### src/rtl/lsu_pkg.sv
// Shared definitions for the load/store unit.
// Holds the FSM state encoding, the RV32I funct3 width/sign codes for loads
// and stores (same values the ALU uses), the access-width codes and the
// load-data extraction helper used when a read word comes back from memory.
package lsu_pkg;

    typedef enum logic [1:0] {
        ST_IDLE   = 2'd0,
        ST_ACCESS = 2'd1,
        ST_RESP   = 2'd2
    } lsu_state_e;

    typedef enum logic [1:0] {
        BYTE = 2'd0,
        HALF = 2'd1,
        WORD = 2'd2
    } lsu_width_e;

    localparam logic [2:0] FUNC_LB  = 3'b000;
    localparam logic [2:0] FUNC_LH  = 3'b001;
    localparam logic [2:0] FUNC_LW  = 3'b010;
    localparam logic [2:0] FUNC_LBU = 3'b100;
    localparam logic [2:0] FUNC_LHU = 3'b101;

    localparam logic [2:0] FUNC_SB  = 3'b000;
    localparam logic [2:0] FUNC_SH  = 3'b001;
    localparam logic [2:0] FUNC_SW  = 3'b010;

    // Pick the addressed lane out of a memory word and extend it to 32 bits.
    function automatic logic [31:0] load_extract(input logic [2:0]  f3,
                                                 input logic [1:0]  addr_lo,
                                                 input logic [31:0] word);
        logic [31:0] shifted;
        logic [7:0]  b;
        logic [15:0] h;
        logic [31:0] res;
        shifted = word >> {addr_lo, 3'b000};
        b       = shifted[7:0];
        h       = addr_lo[1] ? word[31:16] : word[15:0];
        case (f3)
            FUNC_LB:  res = {{24{b[7]}}, b};
            FUNC_LH:  res = {{16{h[15]}}, h};
            FUNC_LW:  res = word;
            FUNC_LBU: res = {24'd0, b};
            FUNC_LHU: res = {16'd0, h};
            default:  res = word;
        endcase
        return res;
    endfunction

endpackage

### src/rtl/lsu_lane_align.sv
// Combinational byte-lane alignment for the load/store unit.
// Ports:
//   is_store  - 1 = store, 0 = load (selects the legal funct3 set)
//   funct3    - RV32I width/sign code
//   addr_lo   - byte offset within the word (addr[1:0])
//   wdata     - raw store data
//   be        - byte enables for the access
//   wdata_sh  - store data replicated onto every lane it could land in
//   legal     - funct3 is a defined code for this direction
//   aligned   - address offset is a multiple of the access size
module lsu_lane_align
    import lsu_pkg::*;
(
    input  logic        is_store,
    input  logic [2:0]  funct3,
    input  logic [1:0]  addr_lo,
    input  logic [31:0] wdata,
    output logic [3:0]  be,
    output logic [31:0] wdata_sh,
    output logic        legal,
    output logic        aligned
);

    lsu_width_e width_s;

    // Decode width and legality, then derive enables, lane data and alignment.
    always_comb begin
        width_s  = WORD;
        legal    = 1'b0;
        aligned  = 1'b0;
        be       = 4'b0000;
        wdata_sh = wdata;

        case (funct3[1:0])
            2'b00:   width_s = BYTE;
            2'b01:   width_s = HALF;
            default: width_s = WORD;
        endcase

        if (is_store) begin
            case (funct3)
                FUNC_SB, FUNC_SH, FUNC_SW: legal = 1'b1;
                default:                   legal = 1'b0;
            endcase
        end else begin
            case (funct3)
                FUNC_LB, FUNC_LH, FUNC_LW, FUNC_LBU, FUNC_LHU: legal = 1'b1;
                default:                                       legal = 1'b0;
            endcase
        end

        // Replicating the data means the memory only needs the enables to pick lanes.
        case (width_s)
            BYTE: begin
                aligned  = 1'b1;
                be       = 4'b0001 << addr_lo;
                wdata_sh = {4{wdata[7:0]}};
            end
            HALF: begin
                aligned  = ~addr_lo[0];
                be       = 4'b0011 << addr_lo;
                wdata_sh = {2{wdata[15:0]}};
            end
            WORD: begin
                aligned  = (addr_lo == 2'b00);
                be       = 4'b1111;
                wdata_sh = wdata;
            end
            default: begin
                aligned  = 1'b0;
                be       = 4'b0000;
                wdata_sh = wdata;
            end
        endcase
    end

endmodule

### src/rtl/lsu_dmem.sv
// Load/store unit sitting after the ALU stage.
// Accepts one request at a time (start_i while ready_o), checks legality and
// alignment, runs a req/ack access to a word-addressed data memory, and
// returns extended load data with a one-cycle done_o/err_o pulse.
// Ports:
//   start_i/is_store_i/funct3_i/addr_i/wdata_i - request from the ALU stage
//   ready_o, done_o, err_o, rdata_o            - status and load result
//   mem_req_o .. mem_wdata_o, mem_ack_i, mem_rdata_i - data memory handshake
module lsu_dmem
    import lsu_pkg::*;
#(
    parameter int ADDR_W  = 5,
    parameter int TIMEOUT = 15
) (
    input  logic              clk,
    input  logic              rst_n,
    input  logic              start_i,
    input  logic              is_store_i,
    input  logic [2:0]        funct3_i,
    input  logic [31:0]       addr_i,
    input  logic [31:0]       wdata_i,
    output logic              ready_o,
    output logic              done_o,
    output logic              err_o,
    output logic [31:0]       rdata_o,
    output logic              mem_req_o,
    output logic              mem_we_o,
    output logic [ADDR_W-1:0] mem_addr_o,
    output logic [3:0]        mem_be_o,
    output logic [31:0]       mem_wdata_o,
    input  logic              mem_ack_i,
    input  logic [31:0]       mem_rdata_i
);

    // Counter value on the last cycle req may wait for an ack.
    localparam logic [7:0] TIMEOUT_LAST = 8'(TIMEOUT - 1);

    lsu_state_e        state_r;
    logic [7:0]        cnt_r;
    logic              is_store_r;
    logic [2:0]        funct3_r;
    logic [1:0]        addr_lo_r;
    logic              ready_r;
    logic              done_r;
    logic              err_r;
    logic [31:0]       rdata_r;
    logic              mem_req_r;
    logic              mem_we_r;
    logic [ADDR_W-1:0] mem_addr_r;
    logic [3:0]        mem_be_r;
    logic [31:0]       mem_wdata_r;

    logic [3:0]        be_s;
    logic [31:0]       wdata_sh_s;
    logic              legal_s;
    logic              aligned_s;
    logic              unused_s;

    // Address bits above the memory window do not take part in the access.
    assign unused_s = ^{addr_i[31:ADDR_W+2], 1'b0};

    lsu_lane_align u_align (
        .is_store (is_store_i),
        .funct3   (funct3_i),
        .addr_lo  (addr_i[1:0]),
        .wdata    (wdata_i),
        .be       (be_s),
        .wdata_sh (wdata_sh_s),
        .legal    (legal_s),
        .aligned  (aligned_s)
    );

    // Request FSM, timeout counter and all registered outputs.
    always_ff @(posedge clk or negedge rst_n) begin
        if (!rst_n) begin
            state_r     <= ST_IDLE;
            cnt_r       <= 8'd0;
            is_store_r  <= 1'b0;
            funct3_r    <= 3'b000;
            addr_lo_r   <= 2'b00;
            ready_r     <= 1'b1;
            done_r      <= 1'b0;
            err_r       <= 1'b0;
            rdata_r     <= 32'd0;
            mem_req_r   <= 1'b0;
            mem_we_r    <= 1'b0;
            mem_addr_r  <= '0;
            mem_be_r    <= 4'b0000;
            mem_wdata_r <= 32'd0;
        end else begin
            case (state_r)
                ST_IDLE: begin
                    done_r <= 1'b0;
                    err_r  <= 1'b0;
                    if (start_i) begin
                        is_store_r  <= is_store_i;
                        funct3_r    <= funct3_i;
                        addr_lo_r   <= addr_i[1:0];
                        mem_addr_r  <= addr_i[ADDR_W+1:2];
                        mem_be_r    <= be_s;
                        mem_wdata_r <= wdata_sh_s;
                        ready_r     <= 1'b0;
                        cnt_r       <= 8'd0;
                        if (legal_s && aligned_s) begin
                            state_r   <= ST_ACCESS;
                            mem_req_r <= 1'b1;
                            mem_we_r  <= is_store_i;
                        end else begin
                            // Bad requests never reach memory; report straight away.
                            state_r <= ST_RESP;
                            done_r  <= 1'b1;
                            err_r   <= 1'b1;
                        end
                    end else begin
                        ready_r <= 1'b1;
                    end
                end
                ST_ACCESS: begin
                    if (mem_ack_i) begin
                        mem_req_r <= 1'b0;
                        mem_we_r  <= 1'b0;
                        cnt_r     <= 8'd0;
                        if (!is_store_r) begin
                            rdata_r <= load_extract(funct3_r, addr_lo_r, mem_rdata_i);
                        end else begin
                            rdata_r <= rdata_r;
                        end
                        done_r  <= 1'b1;
                        err_r   <= 1'b0;
                        state_r <= ST_RESP;
                    end else if (cnt_r == TIMEOUT_LAST) begin
                        mem_req_r <= 1'b0;
                        mem_we_r  <= 1'b0;
                        cnt_r     <= 8'd0;
                        done_r    <= 1'b1;
                        err_r     <= 1'b1;
                        state_r   <= ST_RESP;
                    end else begin
                        cnt_r <= cnt_r + 8'd1;
                    end
                end
                ST_RESP: begin
                    done_r  <= 1'b0;
                    err_r   <= 1'b0;
                    ready_r <= 1'b1;
                    state_r <= ST_IDLE;
                end
                default: begin
                    done_r    <= 1'b0;
                    err_r     <= 1'b0;
                    mem_req_r <= 1'b0;
                    mem_we_r  <= 1'b0;
                    ready_r   <= 1'b1;
                    state_r   <= ST_IDLE;
                end
            endcase
        end
    end

    assign ready_o     = ready_r;
    assign done_o      = done_r;
    assign err_o       = err_r;
    assign rdata_o     = rdata_r;
    assign mem_req_o   = mem_req_r;
    assign mem_we_o    = mem_we_r;
    assign mem_addr_o  = mem_addr_r;
    assign mem_be_o    = mem_be_r;
    assign mem_wdata_o = mem_wdata_r;

endmodule

### config.mk
export PLATFORM = sky130hd
export DESIGN_NAME = lsu_dmem
export DESIGN_NICKNAME = d
export VERILOG_FILES = /design/src/rtl/lsu_pkg.sv /design/src/rtl/lsu_lane_align.sv /design/src/rtl/lsu_dmem.sv
export SDC_FILE = /design/constraint.sdc
export NUM_CORES = 1
export LEC_CHECK = 0
export ABC_AREA = 0
export CAP_MARGIN = 20
export CORE_MARGIN = 3
export CORE_UTILIZATION = 47
export DETAILED_ROUTE_END_ITERATION = 10
export GPL_ROUTABILITY_DRIVEN = 0
export GPL_TIMING_DRIVEN = 0
export PLACE_DENSITY_LB_ADDON = 0.3
export RECOVER_POWER = 50
export REMOVE_ABC_BUFFERS = 1
export SYNTH_ARGS = -nofsm -noshare
export SYNTH_HDL_FRONTEND = slang
export SYNTH_SLANG_ARGS = --single-unit
### constraint.sdc
create_clock -name clk -period 3.6 [get_ports clk]
set_input_delay 0.36 -clock clk [delete_from_list [all_inputs] [get_ports clk]]
set_output_delay 0.36 -clock clk [all_outputs]
set_load 0.02 [all_outputs]
==> Word level (Yosys, flattened, before mapping) <==
Cells that the tools add are included.
{ "word_totals": {"regBits": 94, "latch_bits": 0, "ram_bits": 0, "mem_bits_ro": 0, "inputBits": 104, "wordCells": 87, "mem_count": 0} }
{ "classes": {"addsub": 1, "mul": 0, "div_mod_pow": 0, "order_cmp": 0, "n_eq_ne": 16, "n_shift": 3, "muxes": 35, "bitwise": 3, "n_reduce_logical": 15} }
{ "ops": {"columns": ["op", "n"], "rows": [
  ["32-bit one-hot mux with 4 select lines", 1],
  ["32-bit one-hot mux with 2 select lines", 1],
  ["32-bit by 5-bit right shift with 8-bit output", 1],
  ["8-bit two-way mux", 3],
  ["16-bit two-way mux", 1],
  ["8-bit one-hot mux with 2 select lines", 1],
  ["1-bit two-way mux", 15],
  ["3-bit == test (second input constant)", 4],
  ["4-bit one-hot mux with 3 select lines", 1],
  ["1-bit one-hot mux with 3 select lines", 3],
  ["8-bit by 1-bit adder with 8-bit output (second input constant)", 1],
  ["8-bit by 4-bit == test with 1-bit output (second input constant)", 1],
  ["2-bit zero test", 4],
  ["2-bit two-way mux", 4],
  ["2-bit one-hot mux with 2 select lines", 2],
  ["2-bit by 1-bit == test with 1-bit output (second input constant)", 3],
  ["3-bit by 1-bit == test with 1-bit output (second input constant)", 2],
  ["3-bit zero test", 2],
  ["1-bit one-hot mux with 2 select lines", 3],
  ["2-bit AND reduction", 3],
  ["5-bit OR reduction", 1],
  ["2-bit == test (second input constant)", 2],
  ["2-bit != test (second input constant)", 2],
  ["4-bit AND reduction", 1],
  ["other kinds (9)", 11]
]} }

==> Longest topological paths before layout <==
Gate-level depths: netlist of the first run.
{ "logic_depth": {"ltp_word": 8, "depth_mapped": 7} }

==> By module <==
A second synthesis of the first run with hierarchy kept.
{ "hier_totals": {"hier_cells": 443, "hier_area_um2": 4832.1} }
{ "modules_own_cells": {"columns": ["mod", "n_inst", "cells_per_inst", "area_per_inst_um2"], "rows": [
  ["lsu_dmem", 1, 377, 4316.6],
  ["lsu_lane_align", 1, 66, 515.5]
]} }

==> Least setup slack after synthesis of the first run <==
Ideal clock, no wire load.
{ "synth_timing": {"kind": "reg2reg", "start": "reg cnt_r[0]", "end": "reg cnt_r[3]", "setup_time_ns": 0.121, "arrival_time_ns": 1.547, "path_slack_ns": 1.932, "path_stages_with_launch": 8, "path_cell_list": "dfrtp_1 > inv_1 > ha_1 > nor3b_1 > a211oi_4 > buf_4 > a21o_1 > a22o_1"} }
{ "synth_via": {"elab_chain_len": 4, "elab_cells_between_ends": 5, "cone_classes": "add/sub: 1; eq/ne: 1; mux: 3"} }
{ "synth_lines": {"columns": ["element", "line_no", "rtl"], "rows": [
  ["start, declared", "lsu_dmem.sv:39", "logic [7:0] cnt_r;"],
  ["start signal, assigned", "lsu_dmem.sv:139", "cnt_r <= cnt_r + 8'd1;"],
  ["8-bit by 1-bit adder with 8-bit output / 8-bit by 4-bit == test with 1-bit output (equally long branches)", "lsu_dmem.sv:139, lsu_dmem.sv:131", null],
  ["8-bit two-way mux (*)", "lsu_dmem.sv:131", "end else if (cnt_r == TIMEOUT_LAST) begin"],
  ["8-bit two-way mux (*)", "lsu_dmem.sv:119", "if (mem_ack_i) begin"],
  ["8-bit one-hot mux with 2 select lines (*)", "lsu_dmem.sv:91", "case (state_r)"]
]} }
Mark *: on every way between the ends. The rest lies on a longest branch, timed or not.
A chain may end at the register's enable or synchronous reset.

==> results of run 1 <==
[routing by layer]
| layer | global-route usage [%] | vias up |
|---|---|---|
| li1 | - | 2018 |
| met4 | 7.310 | 0 |
| met2 | 37.30 | 170 |
| met5 | 0 | - |
| met1 | 29.88 | 2015 |
| met3 | 8.338 | 18 |
[worst min-delay path, cell delays in order, from the launching register on]
cell and delay, ns:
sky130_fd_sc_hd__dfstp_2 0.38, sky130_fd_sc_hd__nand2_1 0.05, sky130_fd_sc_hd__nand2_1 0.05
[placed cells by master, fill, tap and decap left out, types with 2 or more instances in the layout]
cell	n
sky130_fd_sc_hd__a21o_1	3
sky130_fd_sc_hd__a22o_1	9
sky130_fd_sc_hd__buf_16	2
sky130_fd_sc_hd__nand2_1	96
sky130_fd_sc_hd__nor2b_1	3
sky130_fd_sc_hd__a21oi_1	56
sky130_fd_sc_hd__nor3b_1	8
sky130_fd_sc_hd__clkdlybuf4s50_1	120
sky130_fd_sc_hd__bufinv_16	2
sky130_fd_sc_hd__nor2_1	50
sky130_fd_sc_hd__or3_1	8
sky130_fd_sc_hd__clkbuf_1	3
sky130_fd_sc_hd__inv_1	7
sky130_fd_sc_hd__a311oi_1	7
sky130_fd_sc_hd__mux2i_1	25
sky130_fd_sc_hd__clkbuf_8	11
sky130_fd_sc_hd__nand3b_1	2
sky130_fd_sc_hd__nand2b_1	5
sky130_fd_sc_hd__a31oi_1	5
sky130_fd_sc_hd__dlygate4sd3_1	35
sky130_fd_sc_hd__ha_1	2
sky130_fd_sc_hd__nor3_1	4
sky130_fd_sc_hd__nand3_1	3
sky130_fd_sc_hd__dfrtp_1	93
sky130_fd_sc_hd__mux2_2	9
sky130_fd_sc_hd__o21ai_0	47
[logic make-up after synthesis]
logic type      share of synthesized area, %
fa+ha+maj                             0.5412
simple gates                           18.32
mux                                    8.173
buf+inv                                4.168
flops                                  50.91
compound gates                         17.89
[cells in the mapped netlist (3+ instances only)]
master,count,share of area (%)
sky130_fd_sc_hd__nand3_1,3,0.32
sky130_fd_sc_hd__nor3_1,4,0.43
sky130_fd_sc_hd__a311oi_1,7,1.3
sky130_fd_sc_hd__nor3b_1,8,1.3
sky130_fd_sc_hd__inv_1,7,0.57
sky130_fd_sc_hd__nor2b_1,3,0.41
sky130_fd_sc_hd__dfrtp_1,93,50
sky130_fd_sc_hd__or3_1,8,1.1
sky130_fd_sc_hd__o21ai_0,47,5.1
sky130_fd_sc_hd__nand2b_1,5,0.68
sky130_fd_sc_hd__a31oi_1,5,0.68
sky130_fd_sc_hd__buf_2,10,1.1
sky130_fd_sc_hd__a21oi_1,56,6.1
sky130_fd_sc_hd__mux2_2,9,2.2
sky130_fd_sc_hd__nor2_1,50,4.1
sky130_fd_sc_hd__nand2_1,96,7.8
sky130_fd_sc_hd__a22o_1,9,1.7
sky130_fd_sc_hd__mux2i_1,25,5.4
sky130_fd_sc_hd__a21o_1,3,0.49
sky130_fd_sc_hd__clkbuf_1,20,1.6
sky130_fd_sc_hd__buf_4,3,0.49
[stage by stage]
stage / cells / setup WS, ns / setup TNS, ns / instance area [µm²]
after floorplan: 467 / 0.5726 / 0 / 4457
after global placement: 752 / -1.373 / -147.11 / 6180
final: 773 / 1.275 / 0 / 6516
after detailed placement: 757 / 1.058 / 0 / 6296
after global routing: 773 / 0.6986 / 0 / 6516
after CTS: 773 / 1.322 / 0 / 6523
[worst paths after layout]
check                           start              end  cells past startpoint
min in group asynchronous       rst_n         cnt_r[3]                      1
max in group clk           state_r[1]       rdata_o[8]                      5
hold / removal                ready_o          ready_o                      2
hold reg to reg               ready_o          ready_o                      2
setup reg to reg           state_r[1]       rdata_o[8]                      5
setup / recovery                rst_n  mem_wdata_o[26]                      1
[cell type report]
cell class | instances | share of cell area [%]
flip-flops and latches | 94 | 36.12
inverters | 7 | 0.4032
clock buffers | 13 | 2.439
clock inverters | 3 | 1.037
well taps | 129 | 2.477
multi-input cells | 366 | 32.10
repair buffers | 161 | 25.42
[power breakdown]
group | total (mW) | internal [mW] | switching [mW]
combinational | 2.04 | 0.937 | 1.11
sequential | 1.73 | 1.44 | 0.289
clock | 0.802 | 0.431 | 0.372
total | 4.58 | 2.81 | 1.77
[flip-flops by register name, summed over array words and instances, names as in the netlist, 2 cells and up]
register / flops
mem_wdata_o: 32
funct3_r: 3
state_r: 2
addr_lo_r: 2
cnt_r: 8
mem_be_o: 4
rdata_o: 32
mem_addr_o: 5
==> results by stage, run 1 <==
Clocking:
- The number of hold buffers added after CTS was 0.
- Post-CTS timing repair inserted 0 buffers for setup.
- After clock tree synthesis, the repair step resized 0 gates.
- The post-CTS clock slew at the launch and capture registers of the worst setup and hold paths is around 0.090 ns.
- The CTS tree is built.
- Counting the buffers created by CTS gives 9.
- The clock drives 94 sinks.
- The later pin in the worst-skew pair is clocked with a latency of between 0.3 and 0.4 ns.
- The clock tree root buffer cell is sky130_fd_sc_hd__clkbuf_8.
- The number of buffers between clock root and the deepest sink is 2.
- The H-tree generated during clock tree synthesis spans 3 levels.

Drt:
- The overall via count from detail_route is around 4200.
- The sum of routed wire segments on met1 is between 5000 and 6000 µm.
- The first detailed-routing pass ran for 4 iterations.
- Wires add up to 12640 µm.
- The met2 layer wire length in the routed design is 5893 µm.
- The detail route stage leaves a number of antenna-violating nets equal to 0.
- The total length of routed met3 wires is around 1200 µm.
- The top layer reached by signal wires is met4.
- The total DRC errors in the routed layout is 0.
- The number of design-rule violations left by the first detailed-router iteration is 196.
- The average vias per placed instance is between 5 and 6.
- After detailed routing, the average wire length per cell comes to 16.35 µm.

Setup path:
- The peak per-stage delay on the critical path is 1.84 ns.
- Across all register-to-register paths, the minimum setup slack is around 1.3 ns.
- The kind of capture point of the worst setup path is an async pin.
- The worst path arrival time is around 2.2 ns.
- The category of the worst setup path launch point is an input port.
- The largest fanout on the critical path is 48.
- The kind of cell adding the most delay to the critical path is buffers and inverters.
- The kind of critical path is in -> async.
- The slowest stage of the critical path belongs to the cell sky130_fd_sc_hd__clkbuf_1.
- Together, buffers and inverters on the worst path number 1.
- The critical path data required time is ~3.5 ns.
- The critical path goes through clkbuf_1.

Final layout:
- The share of post-route cells with drive strength above 1 is approximately 5.4%.
- The number of fillers in the final layout is ~730.
- The multi-input logic area is roughly 2100 µm².
- 0 antenna diodes ended up in the layout.
- The relative area change from synthesis to final layout is 40.95%.
- The sequential cells in the finished layout cover a total of between 2000 and 2500 µm².
- Measured on the finished design, the core utilization comes to just under 70%.
- The final layout net count is roughly 750.

Placed design:
- The detailed placer's ending HPWL is between 8000 and 9000 µm.
- The count of input and output buffers is around 160.

Die:
- After floorplanning, the core was divided into 35 placement rows.
- The number of I/O pins is around 180.
- The die height is between 100 and 150 µm.
- The initial core utilization is about half.
- The horizontal extent of the die is approximately 110 µm.
- The die area is ~11000 µm².
- The area inside the core boundary is ~9400 µm².

Logic synthesis:
- The flip-flop and latch count after synthesis is 94.
- The sequential cell area fraction in the yosys report is 50.91%.
- In the synthesized netlist the async set-or-reset flop fraction comes to between 90% and 100%.
- Averaged over all synthesized cells, the footprint is 9.191 µm².
- Counting flops with a built-in enable in the synthesized netlist gives 0.
- The most used flip-flop cell after synthesis is sky130_fd_sc_hd__dfrtp_1.
- The Yosys warning count is 0.
- The distinct cell type count of the synthesized netlist is 50.
- The cell count after synthesis came out at slightly above 500.
- In this run the cell area of the synthesized design comes to between 4000 and 5000 µm².

Timing:
- Across all hold checks on the routed design, the worst slack comes to 0.4743 ns.
- Setup repair after global routing left no endpoint under its margin.
- The max-slew violation count came to 48.
- Of the available clock period, the critical path in the final layout requires between 60% and 70%.
- The final-report hold violation count was 0.
- The number of setup violations in the final report is 0.
- Derived from the worst setup path, the maximum achievable clock frequency is between 400 and 500 MHz.
- The worst clock skew on the final layout is 0.01308 ns.
- Counting I/O delays and the setup requirement, the final critical path takes around 2.3 ns.
- Measured against its own limit, the worst slew margin works out to -76.36%.
- The actual slew at the worst max-slew pin is approximately 2.6 ns.

Power and ir drop:
- The power per standard cell area is approximately 700 nW/µm².
- The peak supply drop is 0.0003702 V.
- The total leakage power is approximately 2.8 nW.
- The power after layout is 4.576 mW.

Global route:
- The final global-route overflow total is 0.
- Entering global routing, the biggest net connects 53 pins.
- The number of antenna violations at the first check in global routing is 0.
- The first global-routing pass estimated approximately 21000 µm of wire.
- The global routing usage summed across all routing layers is between 20% and 30%.
- The via count of the first global-routing pass is ~4300.

Job:
- The tool flagged a number of max-cap violations equal to 1.

Outcome:
- The final reports fail on max-capacitance violations, max-slew violations.
- The flow ran to the end, but the final reports show violations.

Min path:
- The path class of the tightest hold or removal check is reg -> reg.
No activity file was read; power rests on OpenSTA's default activity.
==> run 2, diff against run 1 <==
CORE_UTILIZATION = 40   (was 47)
clock period = 1.95 ns   (was 3.6 ns; I/O delays follow)
==> results by stage, run 2 (synthesis gave the netlist of run 1 again) <==
Outcome:
- The run finished with clean final reports.

Timing:
- The max-slew headroom at the worst pin is between 30% and 40%.
- For the pin with the worst max-slew slack, the measured transition is approximately 0.95 ns.
- The max-slew violation count is 0.
- For this run, the top clock speed supported by timing is between 500 and 600 MHz.
- Setup repair after global routing left no endpoint under its margin.
- The final-report hold violation count is 0.
- The clock period minus final worst setup slack is 1.826 ns.
- The worst path meets setup with 0.1238 ns of slack.
- The worst clock skew on the final layout is approximately 0.0055 ns.
- In the finished design, the share of the clock period the worst path needs comes to a little over nine tenths.
- The setup TNS is 0 ns.
- Setup violations remaining at the end of the flow were counted as 0.

Drt:
- The overall via count from detail_route is approximately 4300.
- In the routed design, unresolved DRC markers number 0.
- The detailed-route wire length is around 13000 µm.
- The detail route stage leaves a number of antenna-violating nets equal to 0.
- The per-cell routed wire length is roughly 17 µm.
- Dividing the detail-routed via count by the number of cells gives around 5.4.
- The pre-antenna-repair detailed-routing pass consisted of 5 iterations.
- In this run, the number of DRC markers left after iteration 0 of detailed routing was approximately 260.

Placed design:
- Once placement finished, the instance area stood at around 6300 µm².
- At the placement stage, the worst setup path has a slack of -0.4402 ns.
- The detailed placer's ending HPWL is roughly 9100 µm.
- The count of input and output buffers is between 150 and 200.

Global route:
- The global routing usage summed across all routing layers is around a fifth.
- The final global-route overflow total is 0.
- The via count of the first global-routing pass is 4284.
- Entering global routing, the biggest net connects roughly 60 pins.
- The wire length of the first global-routing pass is ~21000 µm.
- The number of antenna violations at the first check in global routing is 0.

Die:
- The cell row count is 38.
- The number of I/O pins is roughly 180.
- The initial utilization of the core area, before any placement, comes to a little over two fifths.
- The die covers between 10000 and 15000 µm².
- The die height is about 110 µm.
- In this run the horizontal extent of the chip is roughly 110 µm.
- The floorplan step defined a core boundary enclosing 11080 µm².

Final layout:
- The multi-input logic area is around 2100 µm².
- After routing the design area is around 6700 µm².
- In the layout the commonest cells are sky130_fd_sc_hd__clkdlybuf4s50_1, sky130_fd_sc_hd__nand2_1, sky130_fd_sc_hd__dfrtp_1.
- The utilization of the core after routing is about three fifths.
- The antenna diode instance count is 0.
- From synthesis to final layout, the design area changed by 44.71%.
- The most frequent standard cell in the layout excluding fill and tap cells is sky130_fd_sc_hd__clkdlybuf4s50_1.
- The filler cells instantiated in the layout total 974.
- The final layout net count is about 750.
- Cells with a size suffix above 1 make up under 10% of the layout.
- The sequential cell area in the final layout is between 2000 and 2500 µm².

Setup path:
- Tracing the worst setup path back leads to its startpoint at funct3_r[1].
- For the worst setup path, the data required time is 2.16 ns.
- Counting cells, the worst reg-to-reg path comes to 3.
- STA classifies the critical path endpoint as a flop.
- The destination of the worst register-to-register timing path is rdata_o[11].
- Traced cell by cell, the critical path runs through inv_1 -> o211a_1 -> a21oi_1.
- The launch instance of the worst register-to-register path is funct3_r[1].
- In this run the worst setup path terminates at rdata_o[11].
- Setup slack on the worst reg-to-reg path comes out at 0.12 ns.
- The worst path arrival time is slightly above 2 ns.
- The largest individual stage delay along the critical path comes from the cell sky130_fd_sc_hd__inv_1.
- Along the worst path, the maximum fanout reaches 25.
- The largest single stage delay on the critical path is 0.58 ns.
- The category of the worst setup path launch point is a flop.
- The kind of critical path is reg -> reg.

Power and ir drop:
- The total leakage power is between 2 and 3 nW.
- The peak supply drop is about 0.00069 V.
- In this run the power density over the cells is about 1300 nW/µm².

Clocking:
- In this run the deepest clock path goes through 2 buffers.
- The clock tree root buffer cell is sky130_fd_sc_hd__clkbuf_16.
- The post-CTS clock slew at the launch and capture registers of the worst setup and hold paths is roughly 0.07 ns.
- TritonCTS built the clock tree.
- The tree built by TritonCTS fans out to 94 sinks.
- Counting the buffers created by CTS gives 9.
- In this run the number of H-tree levels came out at 3.
- For the worst-skew pair, the clock arrives at the later sink with an insertion delay of 0.34 ns.

Job:
- The number of max-cap violations is 0.

Min path:
- The path class of the lowest-slack min-delay path is in -> reg.
==> run 2: cell types whose count changed in the layout (fill, tap and decap cells not counted), sizes merged <==
cell,delta
clkinv,+1
clkdlybuf4s50,-2
clkbuf,-1
dlygate4sd2,+1
buf,+4
dlygate4sd3,+2
bufinv,-1
clkinvlp,+1
a211oi,+1
==> run 2: how the worst min path moves through the flow <==
stage                     startpoint            end  depth (start not counted)
after global placement       ready_o        ready_o                          2
final                      addr_i[5]  mem_addr_o[3]                          3
after global routing       addr_i[2]  mem_addr_o[0]                          3
after detailed placement       rst_n    rdata_o[20]                          1
after CTS                  addr_i[2]  mem_addr_o[0]                          3
after floorplan                rst_n   addr_lo_r[0]                          0
==> run 2: critical path, delay by kind of cell (launching register included) <==
family | cells | cell delay (ns)
flip-flops | 1 | 0.56
AO/OA/AOI/OAI | 2 | 0.56
buffers and inverters | 1 | 0.58
==> run 2: what timing repair did <==
item,CTS,global route
hold endpoints to repair,36,0
hold buffers,1,0
buffers inserted,4,0
pin swaps,1,1
endpoints found under the setup margin,32,33
gates resized for setup,4,4
gates cloned,0,1
==> run 2: through the flow <==
stage,power (mW),hold WS [ns],instances
2_1_floorplan,5.073,-0.1006,467
3_3_place_gp,7.019,0.4584,763
3_5_place_dp,7.168,0.2050,768
4_1_cts,9.068,0.3742,789
5_1_grt,9.399,0.3856,790
6_report,8.858,0.3851,790
==> run 2: power breakdown <==
group / leakage [nW] / internal [mW] / switching (mW) / total, mW
logic: 1.62 / 1.75 / 2.05 / 3.79
registers: 1.15 / 2.67 / 0.543 / 3.21
clock network: 0.151 / 1.10 / 0.750 / 1.85
==> run 2: area by class of cell <==
cell class	instances	share of cell area, %
Clock buffer	12	3.984
Clock inverter	4	0.8042
Inverter	7	0.3927
Multi-Input combinational cell	367	31.79
Sequential cell	94	35.22
Tap cell	140	2.618
Timing Repair Buffer	166	25.19
==> run 2: routing by layer <==
metal	vias up	track usage, %	part of all wire [%]
met5	-	0	0
met2	169	32.90	47
met3	8	6.525	9.6
li1	2045	-	-
met4	0	6.250	0.83
met1	2037	26.29	43
==> run 3, diff against run 2 <==
CTS_CLUSTER_DIAMETER = 80   (was unset)
SYNTH_HIERARCHICAL = 1   (was unset)
==> results by stage, run 3 <==
Outcome:
- The flow ran to the end, and the final reports show no timing, DRC or antenna violations.

Power and ir drop:
- Net switching is between 30% and 40% of the power.
- Dividing total power by cell area gives a power density of 1370 nW/µm².
- Combinational cells account for a little over two fifths of the total power.
- The share of total power dissipated in sequential elements is around a third.
- Summed over all nets, the switching power comes to approximately 3.3 mW.
- The total leakage power is roughly 2.8 nW.
- The share of power burned in the clock network is 21.3%.
- Internal power comes to about 6 mW.
- The peak supply drop is between 0.0006 and 0.0007 V.

Logic synthesis:
- The mean post-synth cell area is about 11 µm².
- The netlist area before placement is 4832 µm².
- Summing the areas of all xor and xnor instances in the mapped netlist gives 0% of the synthesized area.
- The flip-flop and latch count after synthesis is 94.
- By area, the combinational part of the netlist is dominated by multiplexers.
- The Yosys warning count is 6.
- Ranked by total cell area, the synthesized netlist is headed by sky130_fd_sc_hd__dfrtp_1, sky130_fd_sc_hd__mux2_2, sky130_fd_sc_hd__nand2_1, sky130_fd_sc_hd__nor2_1, sky130_fd_sc_hd__o21ai_0.
- The adder-cell share of the synthesized area is 0.5179%.
- The number of synthesized flops with an enable pin is 0.
- The post-synthesis cell type with the largest combined area is sky130_fd_sc_hd__dfrtp_1.
- By count the netlist is led by sky130_fd_sc_hd__dfrtp_1, sky130_fd_sc_hd__mux2_2, sky130_fd_sc_hd__nand2_1.
- The synthesized netlist cell count is around 440.
- The synthesized design devotes to its leading area cell type 48.16% of total area.
- In the synthesized netlist the async set-or-reset flop fraction comes to 100.0%.
- In the synthesized netlist, mux cells make up 19.03% of the area.
- The distinct cell type count of the synthesized netlist is 51.
- The share of the synthesized area in compound gates (AO/OA/AOI/OAI) is 14.58%.
- The sequential cell area fraction in the yosys report is about half.
- After Yosys synthesis, and, or, nand and nor cells account for around an eighth of the synthesized area.
- sky130_fd_sc_hd__dfrtp_1 is the most common cell in the netlist.
- The main flop type after synthesis is sky130_fd_sc_hd__dfrtp_1.

Setup path:
- At the worst endpoint, the arrival time is between 2 and 2.5 ns.
- The largest fanout on the critical path is 21.
- The worst setup path is launched from a flop.
- The peak per-stage delay on the critical path is roughly 0.59 ns.
- The number of cells on the worst reg-to-reg path is 4.
- The launch instance of the worst register-to-register path is addr_lo_r[1].
- The critical path is of the reg -> reg type.
- In this run the critical register-to-register path is captured at rdata_o[8].
- The signal on the critical path passes through mux4_2 -> a211oi_4 -> buf_4 -> a22oi_1.
- Data on the critical path is required at its endpoint by 2.16 ns.
- For flop-to-flop paths, the worst setup slack is around 0.12 ns.
- The kind of capture point of the worst setup path is a flop.
- The slowest stage of the critical path is the sky130_fd_sc_hd__mux4_2 cell.

Clocking:
- The number of buffers created by CTS is 9.
- Clock latency on the worst-skew pair, taken at its later pin, is 0.33 ns.
- The count of clock tree sinks is 94.
- The CTS tree is built.
- The depth of the CTS H-tree is 3.
- The post-CTS clock slew at the launch and capture registers of the worst setup and hold paths is approximately 0.060 ns.
- The clock tree root buffer cell is sky130_fd_sc_hd__clkbuf_16.
- In this run the deepest clock path goes through 2 buffers.

Global route:
- The global routing usage summed across all routing layers is 19.45%.
- The final global-route overflow total is 0.
- The wire length of the first global-routing pass is around 21000 µm.
- The number of antenna violations at the first check in global routing is 0.
- The via count of the first global-routing pass is roughly 4100.
- Entering global routing, the biggest net connects between 50 and 60 pins.

Timing:
- The max-slew headroom at the worst pin is 32.13%.
- The max-slew violation count is 0.
- The number of setup violations in the final report is 0.
- For the final database, setup skew stands at 0.003041 ns.
- The post-layout worst setup margin is about 0.12 ns.
- The timing-limited maximum frequency is 547.6 MHz.
- After layout, the minimum clock period comes to approximately 1.8 ns.
- The final-report hold violation count came to 0.
- The setup TNS is 0 ns.
- For the pin with the worst max-slew slack, the measured transition is 1.018 ns.
- Setup repair after global routing left no endpoint under its margin.
- The final period utilization is between 90% and 100%.

Die:
- The initialized floorplan defines 39 standard-cell rows.
- The horizontal extent of the die is 115.9 µm.
- The die height is ~120 µm.
- The initial core utilization is 41.61%.
- The floorplan step defined a die boundary enclosing around 13000 µm².
- The area inside the core boundary is 11610 µm².
- The number of I/O pins is roughly 180.

Drt:
- Across all layers, the routed design uses 3949 vias.
- The total DRC errors in the routed layout is 0.
- In the routed layout, each cell is associated on average with a via count of about 5.4.
- The detailed-route wire length is between 10000 and 15000 µm.
- The number of design-rule violations left by the first detailed-router iteration is 180.
- After detailed routing, the average wire length per cell comes to around 17 µm.
- The final antenna-violating net count is 0.
- The first detailed-routing pass took 4 iterations.

Min path:
- The worst hold path passes through 3 cells.
- The startpoint identified for the worst hold timing path is mem_rdata_i[30].
- The worst hold path terminates at rdata_o[30].
- The worst hold path belongs to the class in -> reg.

Final layout:
- The top cell types in the final layout, fill and taps aside, are sky130_fd_sc_hd__clkdlybuf4s50_1, sky130_fd_sc_hd__dfrtp_1, sky130_fd_sc_hd__mux2_2.
- The final layout contains 695 nets.
- 0 antenna diodes ended up in the layout.
- After filler insertion, the fill cell instance count of the layout stands at 1026.
- In the final layout, the share of cells above drive strength 1 is around a fifth.
- The most frequent standard cell in the layout excluding fill and tap cells is sky130_fd_sc_hd__clkdlybuf4s50_1.
- Relative to the synthesized area, the layout overhead comes to 41.84%.
- The utilization of the core after routing is around 60%.
- The final cell area excluding filler cells is a little under 7000 µm².

Placed design:
- Buffers placed on the I/O ports in this run total 156.
- The placed standard-cell area is ~6400 µm².
- The detailed placer's ending HPWL is between 9000 and 10000 µm.
- At the placement stage, the worst setup path has a slack of -0.8631 ns.

Job:
- The number of max-cap violations is 0.
## run 3: changes by cell type after synthesis, moves of 10 or more
cell | before | now
sky130_fd_sc_hd__mux2_2 | 9 | 70
sky130_fd_sc_hd__a21oi_1 | 56 | 13
sky130_fd_sc_hd__nand2_1 | 96 | 53
sky130_fd_sc_hd__o21ai_0 | 47 | 24
sky130_fd_sc_hd__mux2i_1 | 25 | 8
sky130_fd_sc_hd__clkbuf_1 | 20 | 8
sky130_fd_sc_hd__a21oi_2 | 0 | 10
## run 3: worst max path at each step
stage	from	end	slack, ns	cells past startpoint
6_report	addr_lo_r[1]	rdata_o[8]	0.12	4
5_1_grt	funct3_r[1]	rdata_o[6]	0.02	4
3_3_place_gp	mem_ack_i	rdata_o[16]	-2.98	4
3_5_place_dp	mem_ack_i	rdata_o[8]	-0.86	4
2_1_floorplan	state_r[0]	rdata_o[31]	-1.06	3
4_1_cts	state_r[1]	mem_wdata_o[27]	0.05	3
## run 3: power groups by stage
| stage | Sequential, mW | Clock, mW | Combinational [mW] |
|---|---|---|---|
| after floorplan | 4.06 | 0 | 1.33 |
| after global placement | 3.26 | 0 | 4.10 |
| after detailed placement | 3.31 | 0 | 4.19 |
| after CTS | 3.31 | 2.04 | 4.23 |
| after global routing | 3.41 | 2.13 | 4.41 |
| final | 3.28 | 2.00 | 4.11 |
## run 3: cells by family (layout without fill, tap and decap cells)
group,Yosys count,after routing
simple gates,125,125
mux,81,81
fa+ha+maj,2,2
flops,94,94
buf+inv,41,191
compound gates,100,100
## run 3: area by class of cell
cell class	count	area, µm²	area share, %
clock buffers	11	242.7	3.541
clock inverters	4	95.09	1.387
inverters	5	22.52	0.3286
multi-input cells	308	2253	32.88
flip-flops and latches	94	2360	34.43
well taps	143	178.9	2.610
repair buffers	170	1697	24.75
repair inverters	1	5.005	0.07302
## run 3: worst max-delay path: cells and delay by family (launching register included)
family / cells / cell delay [ns]
AO/OA/AOI/OAI: 2 / 0.36
buffers and inverters: 1 / 0.18
flip-flops: 1 / 0.58
multiplexers: 1 / 0.59
## run 3: metrics by stage
stage                     total power, mW  hold WS [ns]  std cells
after floorplan                     5.390       -0.1006        407
after global placement              7.356        0.4581        706
after detailed placement            7.506        0.2184        711
after CTS                           9.581        0.3901        732
after global routing                9.947        0.4654        736
final                               9.393        0.4440        736
## run 3: per-layer routing
metal	GRT usage [%]	wire length, µm	vias to the layer above
li1	-	-	1853
met1	23.40	5102	1925
met2	31.91	6241	153
met3	7.258	1265	18
met4	7.270	225	0
met5	0	0	-
## run 3: what timing repair did
item / 4_1_cts / 5_1_grt
pin swaps: 1 / 1
gates cloned: 0 / 1
endpoints found under the setup margin: 40 / 43
endpoints found under the hold margin: 40 / 0
buffers inserted: 5 / 3
hold buffers: 1 / 0
gates resized for setup: 9 / 1
